<file path="src/rtl/alu_cmd_issuer.sv">
`default_nettype none
// ============================================================================
// Module   : alu_cmd_issuer
// Purpose  : Buffers ALU commands in a small FIFO and issues them one at a
//            time to an external ALU. Each command is driven onto
//            opcode/data_a/data_b, the ALU output-enable is pulsed for one
//            cycle, and the ALU bus is captured into a result register. That
//            register is held under a valid/ready handshake until the
//            consumer accepts it.
// Revision : 1.0 - initial release
// ----------------------------------------------------------------------------
// Parameters
//   DEPTH      command FIFO depth in entries (power of two, >= 2)
// Ports
//   clk        clock; all state changes on its rising edge
//   rst_n      asynchronous active-low reset
//   cmd_valid  upstream command valid
//   cmd_ready  command can be accepted (FIFO not full)
//   cmd_opcode command opcode [2:0]
//   cmd_a      command operand A [3:0]
//   cmd_b      command operand B [3:0]
//   opcode     opcode driven to the ALU [2:0]
//   data_a     operand A driven to the ALU [3:0]
//   data_b     operand B driven to the ALU [3:0]
//   enable     ALU output-enable, high for one cycle per command
//   alu_bus    ALU result bus [3:0]
//   res_valid  captured result valid
//   res_ready  consumer accepts the result
//   res_data   captured result [3:0]
//   res_opcode opcode that produced res_data [2:0]
// ============================================================================
module alu_cmd_issuer #(
  parameter int DEPTH = 4
) (
  input  logic       clk,
  input  logic       rst_n,
  input  logic       cmd_valid,
  output logic       cmd_ready,
  input  logic [2:0] cmd_opcode,
  input  logic [3:0] cmd_a,
  input  logic [3:0] cmd_b,
  output logic [2:0] opcode,
  output logic [3:0] data_a,
  output logic [3:0] data_b,
  output logic       enable,
  input  logic [3:0] alu_bus,
  output logic       res_valid,
  input  logic       res_ready,
  output logic [3:0] res_data,
  output logic [2:0] res_opcode
);

  localparam int c_ptr_w   = (DEPTH > 1) ? $clog2(DEPTH) : 1;
  localparam int c_cnt_w   = $clog2(DEPTH + 1);
  localparam int c_entry_w = 11;

  typedef enum logic [1:0] {
    S_IDLE  = 2'd0,
    S_DRIVE = 2'd1,
    S_HOLD  = 2'd2
  } state_t;

  // --------------------------------------------------------------------------
  // Command FIFO
  // --------------------------------------------------------------------------
  logic [c_entry_w-1:0] r_mem [DEPTH];
  logic [c_ptr_w-1:0]   r_wr_ptr;
  logic [c_ptr_w-1:0]   r_rd_ptr;
  logic [c_cnt_w-1:0]   r_count;
  logic                 r_fresh;

  logic                 w_full;
  logic                 w_push;
  logic                 w_pop;
  logic                 w_avail;
  logic [c_entry_w-1:0] w_head;

  assign w_full    = (r_count == c_cnt_w'(DEPTH));
  assign cmd_ready = !w_full;
  assign w_push    = cmd_valid && !w_full;
  assign w_head    = r_mem[r_rd_ptr];

  // An entry written at the last edge is not yet offered to the issue FSM.
  // That one-cycle staging gives the accept-to-enable latency of two edges
  // and the accept-to-result latency of three. The freshly written entry is
  // always the tail, so holding it back never reorders commands.
  assign w_avail = (r_count > c_cnt_w'(1)) ||
                   ((r_count == c_cnt_w'(1)) && !r_fresh);

  // Storage is not reset; the pointers and count define what is valid.
  always_ff @(posedge clk) begin
    if (w_push) begin
      r_mem[r_wr_ptr] <= {cmd_opcode, cmd_a, cmd_b};
    end
  end

  // DEPTH is a power of two, so pointer overflow is the modulo-DEPTH wrap.
  always_ff @(posedge clk or negedge rst_n) begin
    if (!rst_n) begin
      r_wr_ptr <= '0;
      r_rd_ptr <= '0;
      r_count  <= '0;
      r_fresh  <= 1'b0;
    end else begin
      r_fresh <= w_push;
      if (w_push) begin
        r_wr_ptr <= r_wr_ptr + c_ptr_w'(1);
      end
      if (w_pop) begin
        r_rd_ptr <= r_rd_ptr + c_ptr_w'(1);
      end
      case ({w_push, w_pop})
        2'b10:   r_count <= r_count + c_cnt_w'(1);
        2'b01:   r_count <= r_count - c_cnt_w'(1);
        default: r_count <= r_count;
      endcase
    end
  end

  // --------------------------------------------------------------------------
  // Issue FSM
  // --------------------------------------------------------------------------
  state_t r_state;
  state_t w_state_nxt;
  logic   w_capture;
  logic   w_release;

  always_ff @(posedge clk or negedge rst_n) begin
    if (!rst_n) begin
      r_state <= S_IDLE;
    end else begin
      r_state <= w_state_nxt;
    end
  end

  always_comb begin
    w_state_nxt = r_state;
    w_pop       = 1'b0;
    w_capture   = 1'b0;
    w_release   = 1'b0;
    case (r_state)
      S_IDLE: begin
        if (w_avail) begin
          w_pop       = 1'b1;
          w_state_nxt = S_DRIVE;
        end
      end
      S_DRIVE: begin
        w_capture   = 1'b1;
        w_state_nxt = S_HOLD;
      end
      S_HOLD: begin
        // res_valid is always high in HOLD, so res_ready alone completes
        // the handshake. A waiting command is issued without passing
        // through IDLE.
        if (res_ready) begin
          w_release = 1'b1;
          if (w_avail) begin
            w_pop       = 1'b1;
            w_state_nxt = S_DRIVE;
          end else begin
            w_state_nxt = S_IDLE;
          end
        end
      end
      default: begin
        w_state_nxt = S_IDLE;
      end
    endcase
  end

  // Decoded from the state register so that reset drops it immediately.
  assign enable = (r_state == S_DRIVE);

  // --------------------------------------------------------------------------
  // ALU operand registers: loaded on each pop, held otherwise
  // --------------------------------------------------------------------------
  logic [2:0] r_opcode;
  logic [3:0] r_data_a;
  logic [3:0] r_data_b;

  always_ff @(posedge clk or negedge rst_n) begin
    if (!rst_n) begin
      r_opcode <= '0;
      r_data_a <= '0;
      r_data_b <= '0;
    end else if (w_pop) begin
      r_opcode <= w_head[10:8];
      r_data_a <= w_head[7:4];
      r_data_b <= w_head[3:0];
    end
  end

  assign opcode = r_opcode;
  assign data_a = r_data_a;
  assign data_b = r_data_b;

  // --------------------------------------------------------------------------
  // Result register
  // --------------------------------------------------------------------------
  logic       r_res_valid;
  logic [3:0] r_res_data;
  logic [2:0] r_res_opcode;

  always_ff @(posedge clk or negedge rst_n) begin
    if (!rst_n) begin
      r_res_valid  <= 1'b0;
      r_res_data   <= '0;
      r_res_opcode <= '0;
    end else begin
      if (w_capture) begin
        r_res_valid  <= 1'b1;
        r_res_data   <= alu_bus;
        r_res_opcode <= r_opcode;
      end else if (w_release) begin
        r_res_valid <= 1'b0;
      end
    end
  end

  assign res_valid  = r_res_valid;
  assign res_data   = r_res_data;
  assign res_opcode = r_res_opcode;

endmodule
`default_nettype wire

</file>
<file path="config.mk">
export PLATFORM = sky130hd
export DESIGN_NAME = alu_cmd_issuer
export DESIGN_NICKNAME = d
export VERILOG_FILES = /design/src/rtl/alu_cmd_issuer.sv
export SDC_FILE = /design/constraint.sdc
export NUM_CORES = 1
export LEC_CHECK = 0
export CAP_MARGIN = 20
export CORE_MARGIN = 3
export CORE_UTILIZATION = 58
export DETAILED_ROUTE_END_ITERATION = 10
export GPL_TIMING_DRIVEN = 0
export PLACE_DENSITY = 0.88
export SETUP_SLACK_MARGIN = 0.5
export SYNTH_ARGS = -nofsm -noshare
export SYNTH_HDL_FRONTEND = slang
export SYNTH_SLANG_ARGS = --single-unit
</file>
<file path="constraint.sdc">
create_clock -name clk -period 6.65 [get_ports clk]
set_clock_uncertainty 0.05 [all_clocks]
set_input_delay 1.33 -clock clk [delete_from_list [all_inputs] [get_ports clk]]
set_output_delay 1.33 -clock clk [all_outputs]
set_load 0.03 [all_outputs]
</file>
==> flow_summary_export.csv <==
group,metric,value,unit
setup_path,cp.arrival,2.04,ns
place,dpl.hpwl,3340,um
final_layout,n_antenna_cell,0,
synthesis,yosys.area.top_type,"edfxtp_1",
clocking,ctsLongestPathBuffers,2,
sta,layout_min_cycle_time,3.42,ns
floorplanning,rows,25,
synthesis,synth_top_flop_cell,"edfxtp_1",
synthesis,syn_area,0.00289,mm2
clocking,clkSinkCount,73,
final_layout,finalNetCount,230,
sta,hold_violations,0,
clocking,cts-resized-gates,0,
floorplanning,core_region_area,0.00479,mm2
routing,routed_wl,4900,um
routing,num_vias,1466,
setup_path,start_kind,"register",
floorplanning,dieArea,0.00587,mm2
sta,max_freq,0.293,GHz
run,max_cap_viol_count,0,
clocking,clk_latency,0.34,ns
final_layout,drive_above_1_share,21.7,%
synthesis,synth_nets,179,
floorplanning,die-width,76.6,um
sta,drv_slew,0,
power,p_per_area,505,mW/mm2
clocking,cts_hold_buf,0,
synthesis,syn_avg_cell_area,19.2,um2
clocking,cts_made_buffers,9,
sta,setup_tns,0,ns
final_layout,area_growth_syn_to_layout,24.5,%
global_route,grt_pass1_wl,8100,um
synthesis,yosysMostFrequentCell,"edfxtp_1",
place,port_buffers,39,
global_route,grt_util_all_layers,19.1,%
setup_path,crit_path_end_kind,"output pin",
synthesis,synth-seq-cells,73,
setup_path,critPathRequiredTime,5.27,ns
place,gp_congestion,0.665,
power,leakage,1.39,nW
synthesis,synth-edff-count,44,
setup_path,critPathMaxFanout,9,
routing,drt_iter0_drc,66,
synthesis,synth.area.top_cells,"edfxtp_1 46%, dfrtp_1 25%, mux2_2 7.0%, mux4_2 5.4%, ha_1 3.9%",
setup_path,worstSetupPathType,"reg -> out",
global_route,grt_max_degree,20,
power,vdd_drop_max,0.000265,V
floorplanning,die_h,76.6,um
synthesis,async_flop_share,39.7,%
status,status,"completed",
routing,drt_first_pass_iters,4,
final_layout,fillers,290,
global_route,grt_remaining_overflow,0,
sta,slew_headroom,56.1,%
sta,setup_viol,0,
clocking,cts.htree.levels,3,
routing,drc,0,
clocking,clkTransAtPathRegs,0.07,ns
synthesis,syn_inst,151,
routing,antenna_left,0,
global_route,grt_pass1_vias,1623,
place,placed_area,0.00339,mm2
routing,avgViaCountPerCell,5.35,
clocking,cts_root_buf,"clkbuf_8",
sta,tightest_slew,0.652,ns
global_route,antenna_found_initial,0,
synthesis,synth_common_cells,"44 x edfxtp_1, 29 x dfrtp_1, 18 x mux2_2, 9 x ha_1",
synthesis,yosys.cell_types.count,25,
final_layout,final_area,0.00360,mm2
synthesis,synth.top_cell.area_share,45.7,%
sta,fin_hold_ws,0.456,ns
clocking,cts_setup_buffers,0,
final_layout,final_util,75.2,%
min_path,hp-class,"reg -> reg",
sta,rsz0062_at_grt,"no",
synthesis,yosysWarningCount,0,
sta,period_share,51.4,%
clocking,cts_tree,"yes",
synthesis,synth_seq_area_share,70.8,%
floorplanning,start_util,60.4,%
floorplanning,boundaryPins,40,
routing,wl_per_cell,17.9,um
[where the power goes]
| group | internal [W] | total, W | switching (W) |
|---|---|---|---|
| Combinational | 0.000368 | 0.000754 | 0.000386 |
| Clock | 0.000202 | 0.000349 | 0.000147 |
| Sequential | 0.000636 | 0.000714 | 0.0000773 |
[cells by family (layout without fill, tap and decap cells)]
group / count (synthesis) / after routing / share of synthesized area [%]
compound gates: 5 / 5 / 0.952
xor+xnor: 6 / 6 / 1.82
fa+ha+maj: 9 / 9 / 3.89
buf+inv: 11 / 67 / 2.29
flops: 73 / 73 / 70.8
mux: 30 / 30 / 16.4
simple gates: 17 / 17 / 3.85
[cell usage in the layout, fill, tap and decap left out, drive strengths merged]
cell           netlist  final
dfrtp               29     29
buf                  2      3
edfxtp              44     44
and2b                1      1
mux4                11     11
a21o                 1      1
bufinv               0      1
clkbuf               2     15
clkdlybuf4s50        0     39
mux2i                1      1
xor2                 2      2
ha                   9      9
and2                 1      1
inv                  7      7
o21ai                2      2
xnor2                4      4
nor2                 2      2
mux2                18     18
nor4                 3      3
and3                 4      4
nand2                5      5
and3b                1      1
clkinv               0      2
a21oi                2      2
[flip-flops by register name, summed over array words and instances (netlist names)]
register / cells
r_mem: 44
data_a: 4
data_b: 4
res_data: 4
opcode: 3
r_count: 3
res_opcode: 3
r_rd_ptr: 2
r_state: 2
r_wr_ptr: 2
r_fresh: 1
res_valid: 1
[worst max-delay path, stage by stage, from the launching register on]
cell	delay (ns)
dfrtp_1	0.44
inv_1	0.09
nor2_2	0.40
clkdlybuf4s50_1	0.76
[cell type report]
type / count / area [um2] / share of cell area [%]
Clock inverter: 3 / 37.5 / 1.04
Buffer: 4 / 40.0 / 1.11
Sequential cell: 73 / 2050 / 56.8
Tap cell: 67 / 83.8 / 2.33
Timing Repair Buffer: 40 / 418 / 11.6
Clock buffer: 13 / 169 / 4.69
Inverter: 7 / 26.3 / 0.730
Multi-Input combinational cell: 67 / 779 / 21.6
[worst paths after layout]
kind / cells after the start / slack, ns / to / from
setup / recovery: 3 / 3.23 / enable / r_state[0]
hold / removal: 1 / 0.46 / res_data[3] / res_data[3]
setup reg to reg: 9 / 4.18 / r_count[2] / r_count[1]
hold reg to reg: 1 / 0.46 / res_data[3] / res_data[3]
max in group asynchronous: 2 / 4.74 / data_a[2] / rst_n
min in group asynchronous: 1 / 1.31 / r_count[0] / rst_n
[metrics by stage]
step | worst slack (ns) | instances | total power, W
after floorplan | 3.92 | 151 | 0.00122
after global placement | 3.23 | 257 | 0.00143
after detailed placement | 3.18 | 258 | 0.00148
after CTS | 3.22 | 274 | 0.00184
after global routing | 3.13 | 274 | 0.00192
final | 3.23 | 274 | 0.00182
[routing by layer]
| layer | routed length (um) | global-route usage [%] | up-vias |
|---|---|---|---|
| met3 | 218 | 4.85 | 15 |
| met1 | 1890 | 21.2 | 737 |
| met4 | 150 | 12.5 | 0 |
| li1 | - | - | 672 |
| met5 | 0 | 0 | - |
| met2 | 2640 | 32.3 | 42 |
Power figures use the tool's default switching activity.
